File: src/rtl/alu_issue.sv
// ALU issue stage: decodes a MIPS instruction into ALU operands, operation and
// write-back controls, and holds the result in a single handshaked output register.
module alu_issue (
    input  logic        clk,
    input  logic        rst_n,
    input  logic        in_valid,
    output logic        in_ready,
    input  logic [31:0] instr,
    input  logic [31:0] rs_data,
    input  logic [31:0] rt_data,
    input  logic        flush,
    output logic        out_valid,
    input  logic        out_ready,
    output logic [31:0] alu_a,
    output logic [31:0] alu_b,
    output logic [4:0]  alu_op,
    output logic [4:0]  dst_reg,
    output logic        reg_write,
    output logic        is_movz,
    output logic        illegal
);

    localparam logic [4:0] OP_ADD  = 5'b00000;
    localparam logic [4:0] OP_SUB  = 5'b00001;
    localparam logic [4:0] OP_OR   = 5'b00010;
    localparam logic [4:0] OP_LUI  = 5'b00011;
    localparam logic [4:0] OP_SLL  = 5'b00100;
    localparam logic [4:0] OP_SRL  = 5'b00101;
    localparam logic [4:0] OP_AND  = 5'b00110;
    localparam logic [4:0] OP_XOR  = 5'b00111;
    localparam logic [4:0] OP_MOVZ = 5'b01000;
    localparam logic [4:0] OP_NOR  = 5'b01001;
    localparam logic [4:0] OP_SRA  = 5'b01010;
    localparam logic [4:0] OP_SLT  = 5'b01011;
    localparam logic [4:0] OP_SLTU = 5'b01100;
    localparam logic [4:0] OP_SEB  = 5'b01101;

    localparam logic [5:0] OPC_SPECIAL  = 6'h00;
    localparam logic [5:0] OPC_ADDI     = 6'h08;
    localparam logic [5:0] OPC_ADDIU    = 6'h09;
    localparam logic [5:0] OPC_SLTI     = 6'h0A;
    localparam logic [5:0] OPC_SLTIU    = 6'h0B;
    localparam logic [5:0] OPC_ANDI     = 6'h0C;
    localparam logic [5:0] OPC_ORI      = 6'h0D;
    localparam logic [5:0] OPC_XORI     = 6'h0E;
    localparam logic [5:0] OPC_LUI      = 6'h0F;
    localparam logic [5:0] OPC_SPECIAL3 = 6'h1F;
    localparam logic [5:0] OPC_LW       = 6'h23;
    localparam logic [5:0] OPC_SW       = 6'h2B;

    localparam logic [5:0] FN_SLL  = 6'h00;
    localparam logic [5:0] FN_SRL  = 6'h02;
    localparam logic [5:0] FN_SRA  = 6'h03;
    localparam logic [5:0] FN_MOVZ = 6'h0A;
    localparam logic [5:0] FN_ADD  = 6'h20;
    localparam logic [5:0] FN_ADDU = 6'h21;
    localparam logic [5:0] FN_SUB  = 6'h22;
    localparam logic [5:0] FN_SUBU = 6'h23;
    localparam logic [5:0] FN_AND  = 6'h24;
    localparam logic [5:0] FN_OR   = 6'h25;
    localparam logic [5:0] FN_XOR  = 6'h26;
    localparam logic [5:0] FN_NOR  = 6'h27;
    localparam logic [5:0] FN_SLT  = 6'h2A;
    localparam logic [5:0] FN_SLTU = 6'h2B;
    localparam logic [5:0] FN_SEB  = 6'h20;
    localparam logic [4:0] SA_SEB  = 5'h10;

    logic [5:0]  opcode;
    logic [4:0]  rt;
    logic [4:0]  rd;
    logic [4:0]  shamt;
    logic [5:0]  funct;
    logic [15:0] imm;
    logic [31:0] imm_sext;
    logic [31:0] imm_zext;
    logic        unused_rs_field;

    assign opcode   = instr[31:26];
    assign rt       = instr[20:16];
    assign rd       = instr[15:11];
    assign shamt    = instr[10:6];
    assign funct    = instr[5:0];
    assign imm      = instr[15:0];
    assign imm_sext = {{16{imm[15]}}, imm};
    assign imm_zext = {16'b0, imm};

    // The rs operand arrives already forwarded, so the rs field itself is not needed.
    assign unused_rs_field = ^instr[25:21];

    logic [31:0] dec_a;
    logic [31:0] dec_b;
    logic [4:0]  dec_op;
    logic [4:0]  dec_dst;
    logic        dec_rw;
    logic        dec_movz;
    logic        dec_ill;

    always_comb begin
        dec_a    = '0;
        dec_b    = '0;
        dec_op   = OP_ADD;
        dec_dst  = '0;
        dec_rw   = 1'b0;
        dec_movz = 1'b0;
        dec_ill  = 1'b0;

        case (opcode)
            OPC_SPECIAL: begin
                dec_a   = rs_data;
                dec_b   = rt_data;
                dec_dst = rd;
                dec_rw  = 1'b1;
                case (funct)
                    FN_ADD, FN_ADDU: dec_op = OP_ADD;
                    FN_SUB, FN_SUBU: dec_op = OP_SUB;
                    FN_OR:           dec_op = OP_OR;
                    FN_AND:          dec_op = OP_AND;
                    FN_XOR:          dec_op = OP_XOR;
                    FN_NOR:          dec_op = OP_NOR;
                    FN_SLT:          dec_op = OP_SLT;
                    FN_SLTU:         dec_op = OP_SLTU;
                    FN_SLL: begin
                        dec_op = OP_SLL;
                        dec_a  = {27'b0, shamt};
                    end
                    FN_SRL: begin
                        dec_op = OP_SRL;
                        dec_a  = {27'b0, shamt};
                    end
                    FN_SRA: begin
                        dec_op = OP_SRA;
                        dec_a  = {27'b0, shamt};
                    end
                    FN_MOVZ: begin
                        dec_op   = OP_MOVZ;
                        dec_movz = 1'b1;
                    end
                    default: dec_ill = 1'b1;
                endcase
            end
            OPC_ADDI, OPC_ADDIU, OPC_LW: begin
                dec_op  = OP_ADD;
                dec_a   = rs_data;
                dec_b   = imm_sext;
                dec_dst = rt;
                dec_rw  = 1'b1;
            end
            OPC_SW: begin
                dec_op  = OP_ADD;
                dec_a   = rs_data;
                dec_b   = imm_sext;
                dec_dst = rt;
                dec_rw  = 1'b0;
            end
            OPC_SLTI, OPC_SLTIU: begin
                dec_op  = (opcode == OPC_SLTI) ? OP_SLT : OP_SLTU;
                dec_a   = rs_data;
                dec_b   = imm_sext;
                dec_dst = rt;
                dec_rw  = 1'b1;
            end
            OPC_ANDI, OPC_ORI, OPC_XORI, OPC_LUI: begin
                case (opcode)
                    OPC_ANDI: dec_op = OP_AND;
                    OPC_ORI:  dec_op = OP_OR;
                    OPC_XORI: dec_op = OP_XOR;
                    default:  dec_op = OP_LUI;
                endcase
                dec_a   = rs_data;
                dec_b   = imm_zext;
                dec_dst = rt;
                dec_rw  = 1'b1;
            end
            OPC_SPECIAL3: begin
                if (funct == FN_SEB && shamt == SA_SEB) begin
                    dec_op  = OP_SEB;
                    dec_b   = rt_data;
                    dec_dst = rd;
                    dec_rw  = 1'b1;
                end else begin
                    dec_ill = 1'b1;
                end
            end
            default: dec_ill = 1'b1;
        endcase

        // Unsupported encodings travel down the pipe as an all-zero bubble.
        if (dec_ill) begin
            dec_a    = '0;
            dec_b    = '0;
            dec_op   = OP_ADD;
            dec_dst  = '0;
            dec_rw   = 1'b0;
            dec_movz = 1'b0;
        end

        if (dec_dst == 5'd0) begin
            dec_rw = 1'b0;
        end
    end

    logic accept;

    assign in_ready = !flush && (!out_valid || out_ready);
    assign accept   = in_valid && in_ready;

    // Flush wins over everything; otherwise a new entry replaces a consumed one with no bubble.
    always_ff @(posedge clk or negedge rst_n) begin
        if (!rst_n) begin
            out_valid <= 1'b0;
            alu_a     <= '0;
            alu_b     <= '0;
            alu_op    <= '0;
            dst_reg   <= '0;
            reg_write <= 1'b0;
            is_movz   <= 1'b0;
            illegal   <= 1'b0;
        end else if (flush) begin
            out_valid <= 1'b0;
        end else if (accept) begin
            out_valid <= 1'b1;
            alu_a     <= dec_a;
            alu_b     <= dec_b;
            alu_op    <= dec_op;
            dst_reg   <= dec_dst;
            reg_write <= dec_rw;
            is_movz   <= dec_movz;
            illegal   <= dec_ill;
        end else if (out_ready) begin
            out_valid <= 1'b0;
        end
    end

endmodule
File: config.mk
export PLATFORM = sky130hd
export DESIGN_NAME = alu_issue
export DESIGN_NICKNAME = d
export VERILOG_FILES = /design/src/rtl/alu_issue.sv
export SDC_FILE = /design/constraint.sdc
export NUM_CORES = 1
export LEC_CHECK = 0
export BUFFER_PORTS_ARGS = -buffer_cell sky130_fd_sc_hd__buf_2
export CAP_MARGIN = 20
export CORE_ASPECT_RATIO = 0.75
export CORE_MARGIN = 2
export CORE_UTILIZATION = 47
export DETAILED_ROUTE_END_ITERATION = 8
export GPL_ROUTABILITY_DRIVEN = 0
export PLACE_DENSITY = 0.81
export SYNTH_ARGS = -nofsm -noshare
export SYNTH_HDL_FRONTEND = slang
export SYNTH_SLANG_ARGS = --single-unit
File: constraint.sdc
create_clock -name clk -period 2.13 [get_ports clk]
set_input_delay 0.1065 -clock clk [delete_from_list [all_inputs] [get_ports clk]]
set_output_delay 0.1065 -clock clk [all_outputs]
set_load 0.02 [all_outputs]
==> impl_summary.log <==
[metrics] horizontal die dimension: approximately 110 um
[metrics] post-detailed-route wirelength per cell: approximately 16 um
[metrics] global route overflow: 0
[metrics] cell type with the highest aggregate area in the netlist: sky130_fd_sc_hd__dfrtp_1
[metrics] post-detailed-route count of antenna-violating nets: 0
[metrics] part of the Yosys area used for sequential elements: 50.8%
[metrics] FMAX: 525 MHz
[metrics] Setup crit start kind: input port
[metrics] number of instances in the synthesized netlist: 362
[metrics] critical path class: in -> reg
[metrics] number of buffers added by the clock tree synthesis step: 9
[metrics] maximum vdd ir drop: 0.464 mV
[metrics] number of flip-flops and latches in the synthesized netlist: 77
[metrics] syn avg cell area: 10.5 um2
[metrics] startpoint of the lowest-slack register-to-register path: out_valid
[metrics] Synth top area share: 50.8%
[metrics] per-cell via count in the routed design: 5.45
[metrics] power spent charging and discharging nets: 0.000840 W
[metrics] placed cells: 618
[metrics] data arrival time of the critical path: between 2000 and 2500 ps
[metrics] Reg2Reg Depth: 6
[metrics] Slew Limit Headroom: between 30% and 40%
[metrics] Synthesized Nets: between 400 and 500
[metrics] number of port buffers: 173
[metrics] Post-Route WL: 10,700 um
[metrics] final total power: 0.00295 W
[metrics] vertical die dimension: 81.8 um
[metrics] area enclosed by the die boundary: 0.00881 mm2
[metrics] Worst Path Max Fanout: 20
[metrics] initial detailed-routing violation count: 231
[metrics] combined area of all synthesized cells: 0.00379 mm2
[metrics] Final Hold Violating Endpoints: 0
[metrics] total track usage: 24.3%
[metrics] post-synthesis mux area share: 0%
[metrics] hold path startpoint: rt_data[20]
[metrics] required time of the worst setup path: 2400 ps
[metrics] sequential group share of total power: 50.8%
[metrics] number of H-tree branching levels: 3
[metrics] pin count of the biggest net entering global routing: 78
[metrics] boundary pin count: between 150 and 200
[metrics] number of cells on the worst hold path: 3
[metrics] combinational cell fraction of total power: around 14%
[metrics] growth of design area from synthesis to finish: 35.8%
[metrics] number of pins exceeding their max-slew limit in the final report: 0
[metrics] area fraction in and, or, nand and nor cells after synthesis: between 10% and 20%
[metrics] number of standard cells in the layout, taps in and fillers out: 664
[metrics] parity-gate share of the synthesized area counting xor and xnor cells: less than 1%
[metrics] total vias in the final route: 3,622
[metrics] power per cell area: about 570 mW/mm2
[metrics] clock transition at the registers of the reported paths: 90 ps
[metrics] number of library cell types mapped by synthesis: 50
[metrics] number of search-and-repair iterations in the first detailed-routing pass: 4
[metrics] setup repair after global routing missed its margin: false
[metrics] number of warnings issued by yosys: 0
[metrics] count of unresolved DRC violations after routing: 0
[metrics] static leakage: about 2.6 nW
[metrics] time the worst path needs with I/O delays and setup: 1900 ps
[metrics] post-route fraction of the period consumed by the critical path: 89.4%
[metrics] Area contributors post-synth: sky130_fd_sc_hd__dfrtp_1, sky130_fd_sc_hd__o21ai_2, sky130_fd_sc_hd__a22o_1
[metrics] utilization of the core after routing: between 60% and 70%
[metrics] proportion of register bits with asynchronous set or reset after synthesis: 100%
[metrics] insertion delay to the later sink of the worst-skew pair: 340 ps
[metrics] clock buffer depth: 2
[metrics] largest family of logic cells by synthesized area: compound AO/OA/AOI/OAI gates
[metrics] clock skew after layout: 9.60 ps
[metrics] global-route wire length before repair: about 17,000 um
[metrics] count of flip-flops with a built-in enable after synthesis: 0
[metrics] core region area: a little under 0.008 mm2
[metrics] flip-flop cell with the highest count after synthesis: sky130_fd_sc_hd__dfrtp_1
[metrics] switching share of total power: 28.4%
[metrics] buffer cell driving the clock tree root: sky130_fd_sc_hd__clkbuf_8
[metrics] via count of the first global-routing pass: ~3,400
[metrics] crit path capture type: flip-flop
[metrics] compound-gate portion of the synthesized area: 29.6%
[metrics] CTS sink count: 77
[metrics] final net count: between 600 and 700
[metrics] class of the tightest hold or removal check: in -> reg
[metrics] clock network fraction of total power: a little over a third
[metrics] number of antenna violations at the first check in global routing: 0
[metrics] area share of fa/ha/maj cells after synthesis: 0%
[metrics] TritonCTS clock tree: built
[metrics] cell internal power dissipation: about 0.0021 W
[metrics] endpoint of the worst register-to-register path: alu_b[24]
[metrics] share of post-route cells with drive strength above 1: 43.6%
[metrics] Finish-stage setup viols: 0
[metrics] final total negative setup slack: 0 ps
[metrics] hold worst-path end: alu_b[20]
[metrics] r2r setup slk: 330 ps
[metrics] Detail Placement HPWL: 7450 um
[metrics] max-cap violation count: 0
[metrics] total inserted antenna cells: 0
[metrics] effective utilization at floorplan: 48.3%
[metrics] slew at the pin closest to its max-slew limit: approximately 960 ps
[metrics] Core Rows: 28
[metrics] result of the run: finished clean
-- cell usage after synthesis, types with 2 or more instances --
cell type                  instances
sky130_fd_sc_hd__a21o_1            2
sky130_fd_sc_hd__a21oi_1          22
sky130_fd_sc_hd__a22o_1           27
sky130_fd_sc_hd__a22oi_1          27
sky130_fd_sc_hd__a31oi_1           3
sky130_fd_sc_hd__a32o_1            4
sky130_fd_sc_hd__and3_1            2
sky130_fd_sc_hd__buf_12            4
sky130_fd_sc_hd__buf_2             6
sky130_fd_sc_hd__buf_4             3
sky130_fd_sc_hd__buf_6             2
sky130_fd_sc_hd__clkbuf_1         13
sky130_fd_sc_hd__dfrtp_1          77
sky130_fd_sc_hd__inv_1             4
sky130_fd_sc_hd__nand2_1          52
sky130_fd_sc_hd__nand2b_1          4
sky130_fd_sc_hd__nand3_1           4
sky130_fd_sc_hd__nor2_1           13
sky130_fd_sc_hd__nor2b_1           5
sky130_fd_sc_hd__nor3_1            5
sky130_fd_sc_hd__nor3b_1           2
sky130_fd_sc_hd__o21ai_0           7
sky130_fd_sc_hd__o21ai_1           6
sky130_fd_sc_hd__o21ai_2          40
sky130_fd_sc_hd__or3b_2            2
sky130_fd_sc_hd__or4_1             2
-- power by group through the flow --
| stage | clock network (W) | registers, W | logic, W |
|---|---|---|---|
| floorplan | 0 | 0.00156 | 0.000162 |
| global placement | 0 | 0.00153 | 0.000376 |
| detailed placement | 0 | 0.00153 | 0.000384 |
| CTS | 0.00107 | 0.00150 | 0.000428 |
| global route | 0.00111 | 0.00150 | 0.000469 |
| finish | 0.00102 | 0.00150 | 0.000429 |
-- logic make-up after synthesis --
| family | Yosys count |
|---|---|
| compound gates | 148 |
| simple gates | 102 |
| flops | 77 |
| buf+inv | 33 |
| xor+xnor | 1 |
| other cells | 1 |
-- per-stage QoR --
stage               area, um2  hold WS [ps]  setup slack, ps
floorplan                3790          -189              465
global placement         4650           294              235
detailed placement       4650           301              195
CTS                      5140          6.57              241
global route             5140          10.3              153
finish                   5140          27.4              225
-- routing by layer --
layer	wire length [um]	part of all wire, %	vias to the layer above	global-route usage, %
li1	-	-	1713	-
met1	4680	44	1732	31.6
met2	5070	47	160	40.3
met3	773	7.2	17	6.43
met4	186	1.7	0	7.69
met5	0	0	-	0
-- critical path, stage by stage --
cell,delay [ps]
sky130_fd_sc_hd__dlygate4sd3_1,530
sky130_fd_sc_hd__buf_2,130
sky130_fd_sc_hd__nor2b_1,170
sky130_fd_sc_hd__nand2_2,80
sky130_fd_sc_hd__a21o_1,180
sky130_fd_sc_hd__or3_2,520
sky130_fd_sc_hd__buf_4,260
sky130_fd_sc_hd__o21ai_2,170
-- layout make-up --
class                           count  area (um2)
Timing Repair Buffer              210        1230
Tap cell                          105         131
Clock buffer                        9         124
Fill cell                         660        2700
Inverter                            4        15.0
Multi-Input combinational cell    252        1650
Clock inverter                      7        66.3
Sequential cell                    77        1930
-- placed cells by master, fill, tap and decap left out, types with 2 or more instances in the layout --
cell type	count
sky130_fd_sc_hd__or3b_2	2
sky130_fd_sc_hd__a21o_1	2
sky130_fd_sc_hd__nor2b_1	5
sky130_fd_sc_hd__nor3b_1	2
sky130_fd_sc_hd__nand2b_1	4
sky130_fd_sc_hd__clkinvlp_4	2
sky130_fd_sc_hd__inv_1	4
sky130_fd_sc_hd__a32o_1	4
sky130_fd_sc_hd__or4_1	2
sky130_fd_sc_hd__o21ai_1	5
sky130_fd_sc_hd__dfrtp_1	77
sky130_fd_sc_hd__dlygate4sd3_1	30
sky130_fd_sc_hd__nor2_1	13
sky130_fd_sc_hd__a22o_1	27
sky130_fd_sc_hd__nand3_1	4
sky130_fd_sc_hd__buf_2	172
sky130_fd_sc_hd__clkbuf_8	9
sky130_fd_sc_hd__nand2_1	51
sky130_fd_sc_hd__a22oi_1	27
sky130_fd_sc_hd__buf_4	7
sky130_fd_sc_hd__inv_6	3
sky130_fd_sc_hd__nor3_1	5
sky130_fd_sc_hd__a31oi_1	3
sky130_fd_sc_hd__a21oi_1	22
sky130_fd_sc_hd__and3_1	2
sky130_fd_sc_hd__o21ai_2	41
sky130_fd_sc_hd__o21ai_0	7
-- worst max-delay path by stage --
stage,startpoint,to,cells past startpoint
final,flush,alu_b[24],8
after global routing,flush,alu_b[25],8
after CTS,flush,alu_b[24],8
after detailed placement,instr[1],alu_b[24],7
after global placement,instr[1],alu_b[17],7
after floorplan,out_valid,alu_b[10],7
-- timing repair --
action	CTS	global route
gates resized for setup	0	0
setup buffers	0	0
hold endpoints to repair	105	0
hold buffers	30	0
Note: power is estimated with default switching activity, not from simulation.
